### src/rtl/led_debug_pager_if.sv
// Bundle of CPU-side debug inputs and LED-side outputs for led_debug_pager.
// master = stimulus/CPU side, slave = the pager itself.
interface led_debug_pager_if #(
  parameter int DATA_W = 32,
  parameter int LED_W  = 8,
  parameter int NUM_CH = 2
);
  localparam int NPG  = NUM_CH * (DATA_W / LED_W) + 1;
  localparam int PG_W = $clog2(NPG);

  logic [NUM_CH*DATA_W-1:0] ch_data;
  logic                     zf;
  logic                     of;
  logic                     flag_valid;
  logic                     clr_flags;
  logic [PG_W-1:0]          sel;
  logic                     auto_en;
  logic                     freeze;
  logic [LED_W-1:0]         led;
  logic [PG_W-1:0]          page;
  logic                     frozen;

  modport master (
    output ch_data, zf, of, flag_valid, clr_flags, sel, auto_en, freeze,
    input  led, page, frozen
  );

  modport slave (
    input  ch_data, zf, of, flag_valid, clr_flags, sel, auto_en, freeze,
    output led, page, frozen
  );
endinterface

### src/rtl/led_debug_pager.sv
// Pages NUM_CH data words plus a ZF/OF flag page onto LED_W board LEDs, manual or auto-scan,
// with a freeze snapshot. led/page are registered: one cycle from sel/data, no backpressure.
module led_debug_pager #(
  parameter int DATA_W   = 32,
  parameter int LED_W    = 8,
  parameter int NUM_CH   = 2,
  parameter int SCAN_DIV = 4
) (
  input  logic              clk,
  input  logic              rst,
  led_debug_pager_if.slave  dbg
);
  localparam int PPC   = DATA_W / LED_W;
  localparam int NPG   = NUM_CH * PPC + 1;
  localparam int PG_W  = $clog2(NPG);
  localparam int CNT_W = (SCAN_DIV > 1) ? $clog2(SCAN_DIV) : 1;
  localparam logic [PG_W-1:0] FLAG_PG = PG_W'(NPG - 1);

  typedef enum logic {MANUAL, AUTO} state_t;

  state_t                   state_q;
  logic [CNT_W-1:0]         cnt_q;
  logic [PG_W-1:0]          page_q, page_d, sel_pg;
  logic [LED_W-1:0]         led_q, led_d;
  logic                     frozen_q;
  logic                     sticky_zf_q, sticky_of_q;
  logic                     sticky_zf_d, sticky_of_d;
  logic [NUM_CH*DATA_W-1:0] snap_data_q;
  logic                     snap_zf_q, snap_of_q, snap_szf_q, snap_sof_q;

  logic                     use_snap;
  logic [NUM_CH*DATA_W-1:0] src;
  logic                     disp_zf, disp_of, disp_szf, disp_sof;

  // Out-of-range switch settings all land on the flag page.
  always_comb begin
    sel_pg = dbg.sel;
    if ({{(32-PG_W){1'b0}}, dbg.sel} >= 32'(NPG)) sel_pg = FLAG_PG;
  end

  always_comb begin
    page_d = sel_pg;
    if (dbg.auto_en) begin
      if (state_q == MANUAL)                     page_d = '0;
      else if (cnt_q == CNT_W'(SCAN_DIV - 1))    page_d = (page_q == FLAG_PG) ? '0 : page_q + PG_W'(1);
      else                                       page_d = page_q;
    end
  end

  // On the capture edge the snapshot equals the live values, so live is shown there.
  always_comb begin
    use_snap = dbg.freeze & frozen_q;
    src      = use_snap ? snap_data_q : dbg.ch_data;
    disp_zf  = use_snap ? snap_zf_q   : dbg.zf;
    disp_of  = use_snap ? snap_of_q   : dbg.of;
    disp_szf = use_snap ? snap_szf_q  : sticky_zf_q;
    disp_sof = use_snap ? snap_sof_q  : sticky_of_q;
  end

  always_comb begin
    led_d = '0;
    if (page_d == FLAG_PG) begin
      led_d[LED_W-1] = disp_zf;
      led_d[LED_W-2] = disp_szf;
      led_d[1]       = disp_sof;
      led_d[0]       = disp_of;
    end else begin
      for (int p = 0; p < NPG - 1; p++)
        if (page_d == PG_W'(p)) led_d = src[p*LED_W +: LED_W];
    end
  end

  // A set on the same edge as a clear wins so no flag event is lost.
  always_comb begin
    sticky_zf_d = sticky_zf_q;
    sticky_of_d = sticky_of_q;
    if (dbg.clr_flags) begin
      sticky_zf_d = 1'b0;
      sticky_of_d = 1'b0;
    end
    if (dbg.flag_valid && dbg.zf) sticky_zf_d = 1'b1;
    if (dbg.flag_valid && dbg.of) sticky_of_d = 1'b1;
  end

  always_ff @(posedge clk or posedge rst) begin
    if (rst) begin
      state_q     <= MANUAL;
      cnt_q       <= '0;
      page_q      <= '0;
      led_q       <= '0;
      frozen_q    <= 1'b0;
      sticky_zf_q <= 1'b0;
      sticky_of_q <= 1'b0;
      snap_data_q <= '0;
      snap_zf_q   <= 1'b0;
      snap_of_q   <= 1'b0;
      snap_szf_q  <= 1'b0;
      snap_sof_q  <= 1'b0;
    end else begin
      page_q      <= page_d;
      led_q       <= led_d;
      frozen_q    <= dbg.freeze;
      sticky_zf_q <= sticky_zf_d;
      sticky_of_q <= sticky_of_d;
      case (state_q)
        MANUAL: begin
          if (dbg.auto_en) begin
            state_q <= AUTO;
            cnt_q   <= '0;
          end
        end
        AUTO: begin
          if (!dbg.auto_en)                       state_q <= MANUAL;
          else if (cnt_q == CNT_W'(SCAN_DIV - 1)) cnt_q   <= '0;
          else                                    cnt_q   <= cnt_q + CNT_W'(1);
        end
        default: state_q <= MANUAL;
      endcase
      if (dbg.freeze && !frozen_q) begin
        snap_data_q <= dbg.ch_data;
        snap_zf_q   <= dbg.zf;
        snap_of_q   <= dbg.of;
        snap_szf_q  <= sticky_zf_q;
        snap_sof_q  <= sticky_of_q;
      end
    end
  end

  assign dbg.led    = led_q;
  assign dbg.page   = page_q;
  assign dbg.frozen = frozen_q;
endmodule

### src/flat_wrapper.sv
// flat-port wrapper written by rule: the top's interface ports become plain ports
module led_debug_pager_flat 
#(
  parameter int DATA_W   = 32,
  parameter int LED_W    = 8,
  parameter int NUM_CH   = 2,
  parameter int SCAN_DIV = 4
)
  (clk, rst, dbg_ch_data, dbg_zf, dbg_of, dbg_flag_valid, dbg_clr_flags, dbg_sel, dbg_auto_en, dbg_freeze, dbg_led, dbg_page, dbg_frozen);
  led_debug_pager_if #(.DATA_W(DATA_W), .LED_W(LED_W), .NUM_CH(NUM_CH)) dbg_i ();
  input  logic clk;
  input  logic rst;
  input wire logic [$bits(dbg_i.ch_data)-1:0] dbg_ch_data;
  input wire logic [$bits(dbg_i.zf)-1:0] dbg_zf;
  input wire logic [$bits(dbg_i.of)-1:0] dbg_of;
  input wire logic [$bits(dbg_i.flag_valid)-1:0] dbg_flag_valid;
  input wire logic [$bits(dbg_i.clr_flags)-1:0] dbg_clr_flags;
  input wire logic [$bits(dbg_i.sel)-1:0] dbg_sel;
  input wire logic [$bits(dbg_i.auto_en)-1:0] dbg_auto_en;
  input wire logic [$bits(dbg_i.freeze)-1:0] dbg_freeze;
  output wire logic [$bits(dbg_i.led)-1:0] dbg_led;
  output wire logic [$bits(dbg_i.page)-1:0] dbg_page;
  output wire logic [$bits(dbg_i.frozen)-1:0] dbg_frozen;
  assign dbg_i.ch_data = dbg_ch_data;
  assign dbg_i.zf = dbg_zf;
  assign dbg_i.of = dbg_of;
  assign dbg_i.flag_valid = dbg_flag_valid;
  assign dbg_i.clr_flags = dbg_clr_flags;
  assign dbg_i.sel = dbg_sel;
  assign dbg_i.auto_en = dbg_auto_en;
  assign dbg_i.freeze = dbg_freeze;
  assign dbg_led = dbg_i.led;
  assign dbg_page = dbg_i.page;
  assign dbg_frozen = dbg_i.frozen;
  led_debug_pager #(.DATA_W(DATA_W), .LED_W(LED_W), .NUM_CH(NUM_CH), .SCAN_DIV(SCAN_DIV)) u_core (.clk(clk), .rst(rst), .dbg(dbg_i));
endmodule
### config.mk
export PLATFORM = sky130hd
export DESIGN_NAME = led_debug_pager_flat
export DESIGN_NICKNAME = d
export VERILOG_FILES = /design/src/rtl/led_debug_pager_if.sv /design/src/rtl/led_debug_pager.sv /design/src/flat_wrapper.sv
export SDC_FILE = /design/constraint.sdc
export NUM_CORES = 1
export LEC_CHECK = 0
export CAP_MARGIN = 5
export CORE_AREA = 10 10 106 108
export DETAILED_ROUTE_END_ITERATION = 6
export DIE_AREA = 0 0 116 118
export GPL_TIMING_DRIVEN = 0
export PLACE_DENSITY = 0.81
export REMOVE_ABC_BUFFERS = 1
export SYNTH_ARGS = -nofsm -noshare
export SYNTH_HDL_FRONTEND = slang
export SYNTH_SLANG_ARGS = --single-unit
export TNS_END_PERCENT = 10
### constraint.sdc
create_clock -name clk -period 3.68 [get_ports clk]
set_clock_uncertainty 0.2 [all_clocks]
set_input_delay 0.736 -clock clk [delete_from_list [all_inputs] [get_ports clk]]
set_output_delay 0.736 -clock clk [all_outputs]
set_load 0.05 [all_outputs]
# [Yosys cells after proc, flatten, opt, wreduce, memory -nomap -nowiden]
# Index checks and enable logic that the tools add are counted.
[classes] reduce_logical=8 n_div=0 n_mux=29 n_mul=0 shift=0 bitwise=2 n_eq_ne=12 order_cmp=1 n_addsub=2
[op_table] operator="64-bit two-way mux" count=1
[op_table] operator="8-bit two-way mux" count=8
[op_table] operator="4-bit two-way mux" count=6
[op_table] operator="4-bit by 3-bit equality test with 1-bit output, second input constant" count=4
[op_table] operator="2-bit two-way mux" count=5
[op_table] operator="4-bit by 2-bit equality test with 1-bit output, second input constant" count=2
[op_table] operator="4-bit equality test, second input constant" count=2
[op_table] operator="1-bit two-way mux" count=8
[op_table] operator="4-bit by 1-bit adder with 4-bit output, second input constant" count=1
[op_table] operator="4-bit by 1-bit equality test with 1-bit output, second input constant" count=1
[op_table] operator="4-bit >= comparator, second input constant" count=1
[op_table] operator="4-bit zero test" count=1
[op_table] operator="2-bit != test, second input constant" count=2
[op_table] operator="2-bit one-hot mux with 2 select lines" count=1
[op_table] operator="2-bit nonzero test" count=2
[op_table] operator="1-bit logical AND" count=3
[op_table] operator="2-bit by 1-bit adder with 2-bit output, second input constant" count=1
[op_table] operator="2-bit equality test, second input constant" count=1
[op_table] operator="2-bit AND reduction" count=1
[op_table] operator="1-bit bitwise AND" count=1
[op_table] operator="1-bit zero test" count=1
[op_table] operator="1-bit inverter" count=1
[totals] latch_bits=0 word_cells=66 memories=0 inputBits=76 ramBits=0 regBits=86 output_inout_bits=13 mem_bits_ro=0

# [Longest topological paths before layout]
# Gate-level depths: netlist (run 1).
[depth] ltp_word=15 depth_mapped=10 ltp_nobuf=9

# [Worst setup path after synthesis (run 1)]
# Ideal clock, no wire load.
[synth_timing] path_type="register -> register" from="reg u_core.page_q[0] (netlist: u_core.dbg.page[0])" to="reg u_core.led_q[1] (netlist: u_core.dbg.led[1])" setup_ns=0.131 n_path_buf=1 synth_period_minus_slack_ns=2.960 required_time_ns=3.349 arrival_time_ns=2.629 path_stages_with_launch=10 path_slack_ns=0.720 path_cell_list="dfrtp_1 inv_1 ha_1 mux2_4 a21oi_4 inv_2 or4_1 buf_2 o2111a_1 or3_1"
[synth_via] elab_chain_cells=15 word_cells_on_any_way=24 cone_classes="add/sub (1); eq/ne (9); mux (13); reduce/logical (1)"
[synth_rtl] item="from (decl)" line="led_debug_pager.sv:23" rtl="logic [PG_W-1:0] page_q, page_d, sel_pg;"
[synth_rtl] item="from (signal assigned)" line="led_debug_pager.sv:100" rtl="page_q <= page_d;"
[synth_rtl] item="4-bit by 1-bit adder with 4-bit output or 4-bit equality test (tied branches)" line="led_debug_pager.sv:45" rtl="else if (cnt_q == CNT_W'(SCAN_DIV - 1)) page_d = (page_q == FLAG_PG) ? '0 : page_q + PG_W'(1);"
[synth_rtl] item="4-bit two-way mux" line="led_debug_pager.sv:45"
[synth_rtl] item="4-bit two-way mux (*)" line="led_debug_pager.sv:45"
[synth_rtl] item="4-bit two-way mux (*)" line="led_debug_pager.sv:44" rtl="if (state_q == MANUAL) page_d = '0;"
[synth_rtl] item="4-bit two-way mux (*)" line="led_debug_pager.sv:43" rtl="if (dbg.auto_en) begin"
[synth_rtl] item="4-bit zero test" line="led_debug_pager.sv:69" rtl="if (page_d == PG_W'(p)) led_d = src[p*LED_W +: LED_W];"
[synth_rtl] item="8-bit two-way mux (8 in series)" line="led_debug_pager.sv:69"
[synth_rtl] item="2-bit two-way mux (*)" line="led_debug_pager.sv:62" rtl="if (page_d == FLAG_PG) begin"
[synth_rtl] item="via u_core.led_d[1]" line="led_debug_pager.sv:24" rtl="logic [LED_W-1:0] led_q, led_d;"
[synth_rtl] item="to (signal assigned)" line="led_debug_pager.sv:101" rtl="led_q <= led_d;"
[synth_rtl] item="to (decl)" line="led_debug_pager.sv:24"
# The timed path passes the listed nets; every way through them passes the cells marked *.
# A chain may end at the register's enable or synchronous reset.

# [Final worst setup path (run 1)]
[layout_timing] from="in dbg_auto_en" to="reg u_core.led_q[1] (netlist: u_core.dbg.led[1])"
[layout_via] elab_chain_cells=11 word_cells_on_any_way=19 cone_classes="eq/ne (8); mux (10); reduce/logical (1)"
[layout_rtl] item="from (decl)" line="flat_wrapper.sv:19" rtl="input wire logic [$bits(dbg_i.auto_en)-1:0] dbg_auto_en;"
[layout_rtl] item="4-bit two-way mux (*)" line="led_debug_pager.sv:43"
[layout_rtl] item="4-bit zero test" line="led_debug_pager.sv:69"
[layout_rtl] item="8-bit two-way mux (8 in series)" line="led_debug_pager.sv:69"
[layout_rtl] item="2-bit two-way mux (*)" line="led_debug_pager.sv:62"
[layout_rtl] item="via u_core.led_d[1]" line="led_debug_pager.sv:24"
# Marks and branches as above.

==> metrics.txt, run 1 <==
setup violation total in the final timing report=0; met1 wire length=~5100 µm; total CTS buffers=9; dominant synthesized flop cell=dfrtp_1; Fin. Hold Viols=0; most frequent cells in the layout=clkdlybuf4s50_1 (88), dfrtp_1 (86), nand2_1 (82); outcome=completed; Tot GR Track Use=0.186; met3 wire length=roughly 970 µm; global route overflow=0; largest net degree at the start of global routing=73; HPWL after DPL=a little under 9000 µm; Starting Density=0.509; asr flop ratio synth=1.00; worst vdd ir=around 0.0003 V; Comb power frac=0.253; Pre-antenna DRT Iters=4; critical-path maximum fanout=13; Net Switching=728 µW; Iteration-0 DRC Markers=245; chip width=roughly 120 µm; Non-Filler Instances=approximately 650; antenna-violating nets left=0; LEAKAGE=2.53 nW; Seq pwr share=0.462; WL per Instance=just under 20 µm; number of nets in the layout=615; P_int=1.77 mW; Final Instance Area=5940 µm²; dpl cell area=~5700 µm²; RSZ-0062 raised after global routing=false; TritonCTS clock tree=done; worst setup path end=u_core.dbg.led[1]$_DFF_PP0_; Final period util=0.963; RR Endpoint=u_core.dbg.led[1]$_DFF_PP0_; clk slew on worst S/H paths=roughly 0.080 ns; CTS Hold Bufs=0; Clock power frac=0.286; input/output buffers=between 80 and 90; f_max=~280 MHz; CP endpoint kind=flip-flop; critical path launch point=dbg_auto_en; critical path type=input pin to flip-flop; Yosys reg bits=86; via density per instance=5.88; maxcap violations=0; fraction of layout cells with a size suffix above 1=0.211; Slew @ Worst Pin=~1 ns; Startpoint Class=input pin; critical path's slowest cell=or4_4; Synth Instances=456; crit path cell chain=clkdlybuf4s50_1 > and2_1 > a32oi_4 > buf_6 > clkinvlp_4 > or4_4 > o2111a_1 > or3_1; vias in the first global route=between 4,000 and 5,000; number of flops mapped to enable cells by yosys=0; Final Slew Violations=0; CP delay by family, top=simple AND/OR/NAND/NOR gates; slowest stage delay, CP=0.68 ns; critical path depth=8; reg2reg start=u_core.cnt_q[0]$_DFFE_PP0P_; Worst EP required=between 3 and 4 ns; DR top layer=met4; Synth cell types=52; critical path arrival=around 3.6 ns; gpl congestion=between 0.8 and 0.9; crit path buf inv count=3; dpl cells=629; antenna fix cells=0; commonest non-fill, non-tap cell in the layout=clkdlybuf4s50_1; relative slew slack=0.323; via count=about 3,800; # rows=35; io pins=a little under 90; Yosys warning count=0; CORE AREA=approximately 9000 µm²; die span in y=118 µm; drt drc=0; Post-Syn Area=approximately 4600 µm²; total power=roughly 2.5 mW; sequential area share after synthesis=0.464; full die area=between 10,000 and 15,000 µm²; sw frac=0.292; Max Root-Sink Buffers=2; met2 WL post-DR=approximately 6500 µm; crit path time final=roughly 3.5 ns; total clock sinks=86; Worst-Skew Late Latency=0.35 ns; total wire length=around 13,000 µm; layout filler cell count=~730; area grow syn2layout=28.1%; worst hold path class=flip-flop to flip-flop; CTS H-Tree Depth=3; root buf cell=clkbuf_8; global-route wire length before repair=~20,000 µm; Worst Reg-to-Reg Cells=8; initial antenna violation count=0; Pwr Density=approximately 420 nW/µm²; flop2flop setup slack=around 0.33 ns; Avg Cell Area, Syn=approximately 10 µm²
==> worst register-to-register path, stage by stage, from the launching register on <==
cell	delay, ns
dfrtp_1	0.38
ha_1	0.33
nand4b_1	0.33
a32oi_4	0.33
buf_6	0.21
clkinvlp_4	0.26
or4_4	0.69
o2111a_1	0.18
or3_1	0.31
==> cells by family (layout without fill, tap and decap cells) <==
| kind of cell | count (synthesis) | in the layout | synth area share |
|---|---|---|---|
| and+or+nand+nor | 146 | 146 | 0.140 |
| DFF | 86 | 86 | 0.464 |
| muxes | 97 | 97 | 0.229 |
| buffers and inverters | 40 | 123 | 0.0348 |
| AOI/OAI and AO/OA | 81 | 82 | 0.118 |
| xor gates and xnor gates | 3 | 3 | 0.00566 |
| adders and majority gates | 3 | 3 | 0.00809 |
==> power groups by stage <==
stage | Combinational, mW | Sequential, mW | Clock, mW
CTS | 0.625 | 1.15 | 0.723
global route | 0.680 | 1.17 | 0.771
finish | 0.631 | 1.15 | 0.713
floorplan | 0.316 | 1.22 | 0
global placement | 0.596 | 1.16 | 0
detailed placement | 0.616 | 1.17 | 0
==> cell usage after synthesis, types with 3 or more instances <==
master / count / share of area
dfrtp_1: 86 / 0.46
nand2_1: 83 / 0.067
mux2_2: 70 / 0.17
mux2i_1: 26 / 0.056
clkbuf_1: 22 / 0.018
o21ai_0: 18 / 0.019
a21oi_1: 17 / 0.018
nand3_1: 16 / 0.017
a31oi_1: 13 / 0.018
nor2_1: 13 / 0.011
nor3_1: 9 / 0.0097
inv_1: 8 / 0.0065
and3_1: 6 / 0.0081
buf_1: 5 / 0.0040
nand4_1: 5 / 0.0067
o211ai_1: 4 / 0.0065
buf_2: 3 / 0.0032
ha_1: 3 / 0.0081
o221ai_1: 3 / 0.0057
o22ai_1: 3 / 0.0040
or2_2: 3 / 0.0040
==> final cells by class <==
type / instances / area [µm²] / share of cell area
Clock buffer: 11 / 131 / 0.0221
Clock inverter: 4 / 72.6 / 0.0122
Inverter: 9 / 40.0 / 0.00674
Multi-Input combinational cell: 331 / 2380 / 0.400
Sequential cell: 86 / 2150 / 0.362
Tap cell: 111 / 139 / 0.0234
Timing Repair Buffer: 98 / 1020 / 0.172
Timing Repair inverter: 1 / 5.00 / 0.000842
==> stage by stage <==
stage	utilization	TNS [ns]	hold slack (ns)	setup slack, ns
after floorplan	-	-56.40	0.272	-0.826
after global placement	0.607	-288.96	0.281	-2.93
after detailed placement	0.621	-3.94	0.295	-0.745
after CTS	0.647	-0.517	0.313	-0.124
after global routing	0.652	0	0.327	0.0169
final	0.652	0	0.309	0.137
==> worst min-delay path by stage <==
stage | from | endpoint | slack [ns] | cells after the start
6_report | u_core.snap_data_q[13]$_DFFE_PP0P_ | u_core.snap_data_q[13]$_DFFE_PP0P_ | 0.31 | 1
5_1_grt | u_core.snap_szf_q$_DFFE_PP0P_ | u_core.snap_szf_q$_DFFE_PP0P_ | 0.33 | 1
4_1_cts | u_core.snap_data_q[15]$_DFFE_PP0P_ | u_core.snap_data_q[15]$_DFFE_PP0P_ | 0.31 | 1
3_5_place_dp | u_core.snap_data_q[16]$_DFFE_PP0P_ | u_core.snap_data_q[16]$_DFFE_PP0P_ | 0.29 | 1
3_3_place_gp | u_core.snap_data_q[60]$_DFFE_PP0P_ | u_core.snap_data_q[60]$_DFFE_PP0P_ | 0.28 | 1
2_1_floorplan | u_core.snap_data_q[60]$_DFFE_PP0P_ | u_core.snap_data_q[60]$_DFFE_PP0P_ | 0.27 | 1
==> what timing repair did <==
| action | 4_1_cts | 5_1_grt |
|---|---|---|
| cloned | 1 | 1 |
| resized for setup | 4 | 1 |
| endpoints found under the setup margin | 7 | 8 |
| setup buffers | 0 | 5 |
| pin swaps | 1 | 2 |
==> flip-flops by register name (all words and copies together), names as in the netlist <==
register / cells
u_core.dbg.page: 4
u_core.sticky_zf_q: 1
u_core.snap_of_q: 1
u_core.dbg.led: 8
u_core.snap_data_q: 64
u_core.snap_szf_q: 1
u_core.cnt_q: 2
u_core.snap_sof_q: 1
u_core.snap_zf_q: 1
u_core.dbg.frozen: 1
u_core.sticky_of_q: 1
u_core.state_q: 1
==> per-layer routing <==
metal	GRT usage	up-vias
li1	-	1797
met1	0.224	1890
met2	0.310	123
met3	0.0459	16
met4	0.0689	0
met5	0	-
No activity file was read; power rests on OpenSTA's default activity.
==> run 2: changes to the inputs <==
Clock period 3.68 ns to 3.5 ns, I/O delays scaled along.
==> run 2 against run 1 <==
Net effect:
- cell count stayed put
- critical path depth did not move
- clock power up 5.2%
- flip-flop and latch count unchanged
- first-iteration DRC count up 1.2%
- critical path type unchanged
- largest cell class unchanged
- largest power group unchanged
==> metrics.txt, run 2 (synthesis results as in run 1) <==
Non-Filler Instances=651 (unchanged); antenna fix cells=0 (unchanged); Pre-antenna DRT Iters=4 (unchanged); initial antenna violation count=0 (unchanged); sw frac=0.292 (about the same); input/output buffers=88 (unchanged); via count=3,878 (was 3,826); Largest Register=u_core.snap_data_q (unchanged); full die area=13,700 µm² (unchanged); P_int=1.86 mW (was 1.77 mW); Most Crowded Layer GR=met2 (unchanged); root buf cell=clkbuf_8 (unchanged); Clock power frac=0.286 (about the same); dpl cells=629 (unchanged); Iteration-0 DRC Markers=248 (was 245); max reg flops=64 (unchanged); Max Root-Sink Buffers=2 (unchanged); met2 Usage GRT=0.310 (unchanged); setup violation total in the final timing report=0 (unchanged); Seq pwr share=0.461 (was 0.462); CORE AREA=9110 µm² (unchanged); # rows=35 (unchanged); total clock sinks=86 (unchanged); vias in the first global route=4,015 (unchanged); f_max=roughly 290 MHz; TritonCTS clock tree=done (unchanged); die span in y=118 µm (unchanged); global-route wire length before repair=20,400 µm (unchanged); Slew @ Worst Pin=0.999 ns (was 1.02 ns); sequential cell area=2150 µm² (unchanged); critical-path maximum fanout=13 (unchanged); Worst EP required=3.53 ns (was 3.71 ns); antenna-violating nets left=0 (unchanged); largest net degree at the start of global routing=73 (unchanged); number of nets in the layout=615 (unchanged); area grow syn2layout=28.3% (was 28.1%); Worst-Skew Late Latency=0.35 ns (about the same); total CTS buffers=9 (unchanged); Pwr Density=441 nW/µm² (was 420 nW/µm²); area of the multi-input gates=2390 µm² (was 2380 µm²); LEAKAGE=2.53 nW (about the same); HPWL after DPL=8850 µm (unchanged); maxcap violations=0 (unchanged); Startpoint Class=input pin (unchanged); Net Switching=768 µW (was 728 µW); final core occ=0.653 (was 0.652); critical path type=input pin to flip-flop (unchanged); total wire length=12,900 µm (about the same); Hold Slack=0.311 ns (was 0.309 ns); chip width=116 µm (unchanged); io pins=89 (unchanged); layout filler cell count=735 (was 733); worst hold path class=flip-flop to flip-flop (unchanged); via density per instance=5.96 (was 5.88); relative slew slack=0.334 (was 0.323); Tot GR Track Use=0.186 (unchanged); commonest non-fill, non-tap cell in the layout=clkdlybuf4s50_1 (unchanged); drt drc=0 (unchanged); Comb power frac=0.253 (about the same); Fin. Hold Viols=0 (unchanged); outcome=completed (unchanged); Worst Reg-to-Reg Cells=8 (unchanged); Starting Density=0.509 (unchanged); clk slew on worst S/H paths=0.08 ns (about the same); WL per Instance=19.8 µm (about the same); worst hold stages=1 (unchanged); Final period util=0.993; Final Slew Violations=0 (unchanged); CTS H-Tree Depth=3 (unchanged); crit path time final=roughly 3.5 ns; critical path arrival=3.51 ns (was 3.58 ns); global route overflow=0 (unchanged); CP endpoint kind=flip-flop (unchanged); CTS Hold Bufs=0 (unchanged); worst vdd ir=0.000316 V (was 0.000300 V); GR Layer Usage met1=0.224 (unchanged); most frequent cells in the layout=clkdlybuf4s50_1 (88), dfrtp_1 (86), nand2_1 (82) (unchanged); gpl congestion=0.803 (unchanged); fraction of layout cells with a size suffix above 1=0.213 (was 0.211); GRT met3 Usage=0.0459 (unchanged)
-- run 2: layout make-up --
cell class	instances	area share
multi-input cells	331	0.401
flip-flops and latches	86	0.362
repair buffers	98	0.172
well taps	111	0.0233
clock buffers	11	0.0221
clock inverters	4	0.0122
inverters	9	0.00673
repair inverters	1	0.000841
-- run 2: power by group through the flow --
stage | sequential [mW] | clock [mW] | combinational [mW]
2_1_floorplan | 1.29 | 0 | 0.332
4_1_cts | 1.21 | 0.760 | 0.657
3_3_place_gp | 1.22 | 0 | 0.626
3_5_place_dp | 1.23 | 0 | 0.648
5_1_grt | 1.23 | 0.811 | 0.715
6_report | 1.21 | 0.750 | 0.665
-- run 2: layer usage --
layer,routed length [µm],share of wire
met2,6490,0.50
met3,848,0.066
met5,0,0
met1,5330,0.41
met4,198,0.015
-- run 2: worst max-delay path, cell delays in order --
cell and delay [ns]:
clkdlybuf4s50_1 0.52, and2_2 0.34, a32oi_4 0.28, buf_6 0.21, clkinvlp_4 0.26, or4_4 0.69, o2111a_1 0.18, or3_1 0.31
-- run 2: timing repair --
item	in CTS	in global routing
pin swaps	1	2
endpoints found under the setup margin	8	8
cloned	1	1
buffers inserted	0	5
gates resized for setup	4	3
-- run 2: final timing paths --
path	startpoint	end	slack [ns]
min in group asynchronous	rst	u_core.snap_data_q[6]$_DFFE_PP0P_	0.42
min	u_core.snap_data_q[13]$_DFFE_PP0P_	u_core.snap_data_q[13]$_DFFE_PP0P_	0.31
min reg2reg	u_core.snap_data_q[13]$_DFFE_PP0P_	u_core.snap_data_q[13]$_DFFE_PP0P_	0.31
max	dbg_auto_en	u_core.dbg.led[1]$_DFF_PP0_	0.02
max reg2reg	u_core.cnt_q[0]$_DFFE_PP0P_	u_core.dbg.led[1]$_DFF_PP0_	0.14
max in group asynchronous	rst	u_core.snap_data_q[46]$_DFFE_PP0P_	2.04
-- run 2: through the flow --
stage | total power, mW | area, µm² | setup TNS (ns) | setup slack, ns
floorplan | 1.62 | 4510 | -67.11 | -0.970
global placement | 1.84 | 5530 | -312.44 | -3.08
detailed placement | 1.88 | 5660 | -5.09 | -0.889
CTS | 2.63 | 5900 | -1.53 | -0.268
global route | 2.75 | 5950 | -0.00706 | -0.00706
finish | 2.63 | 5950 | 0 | 0.0244
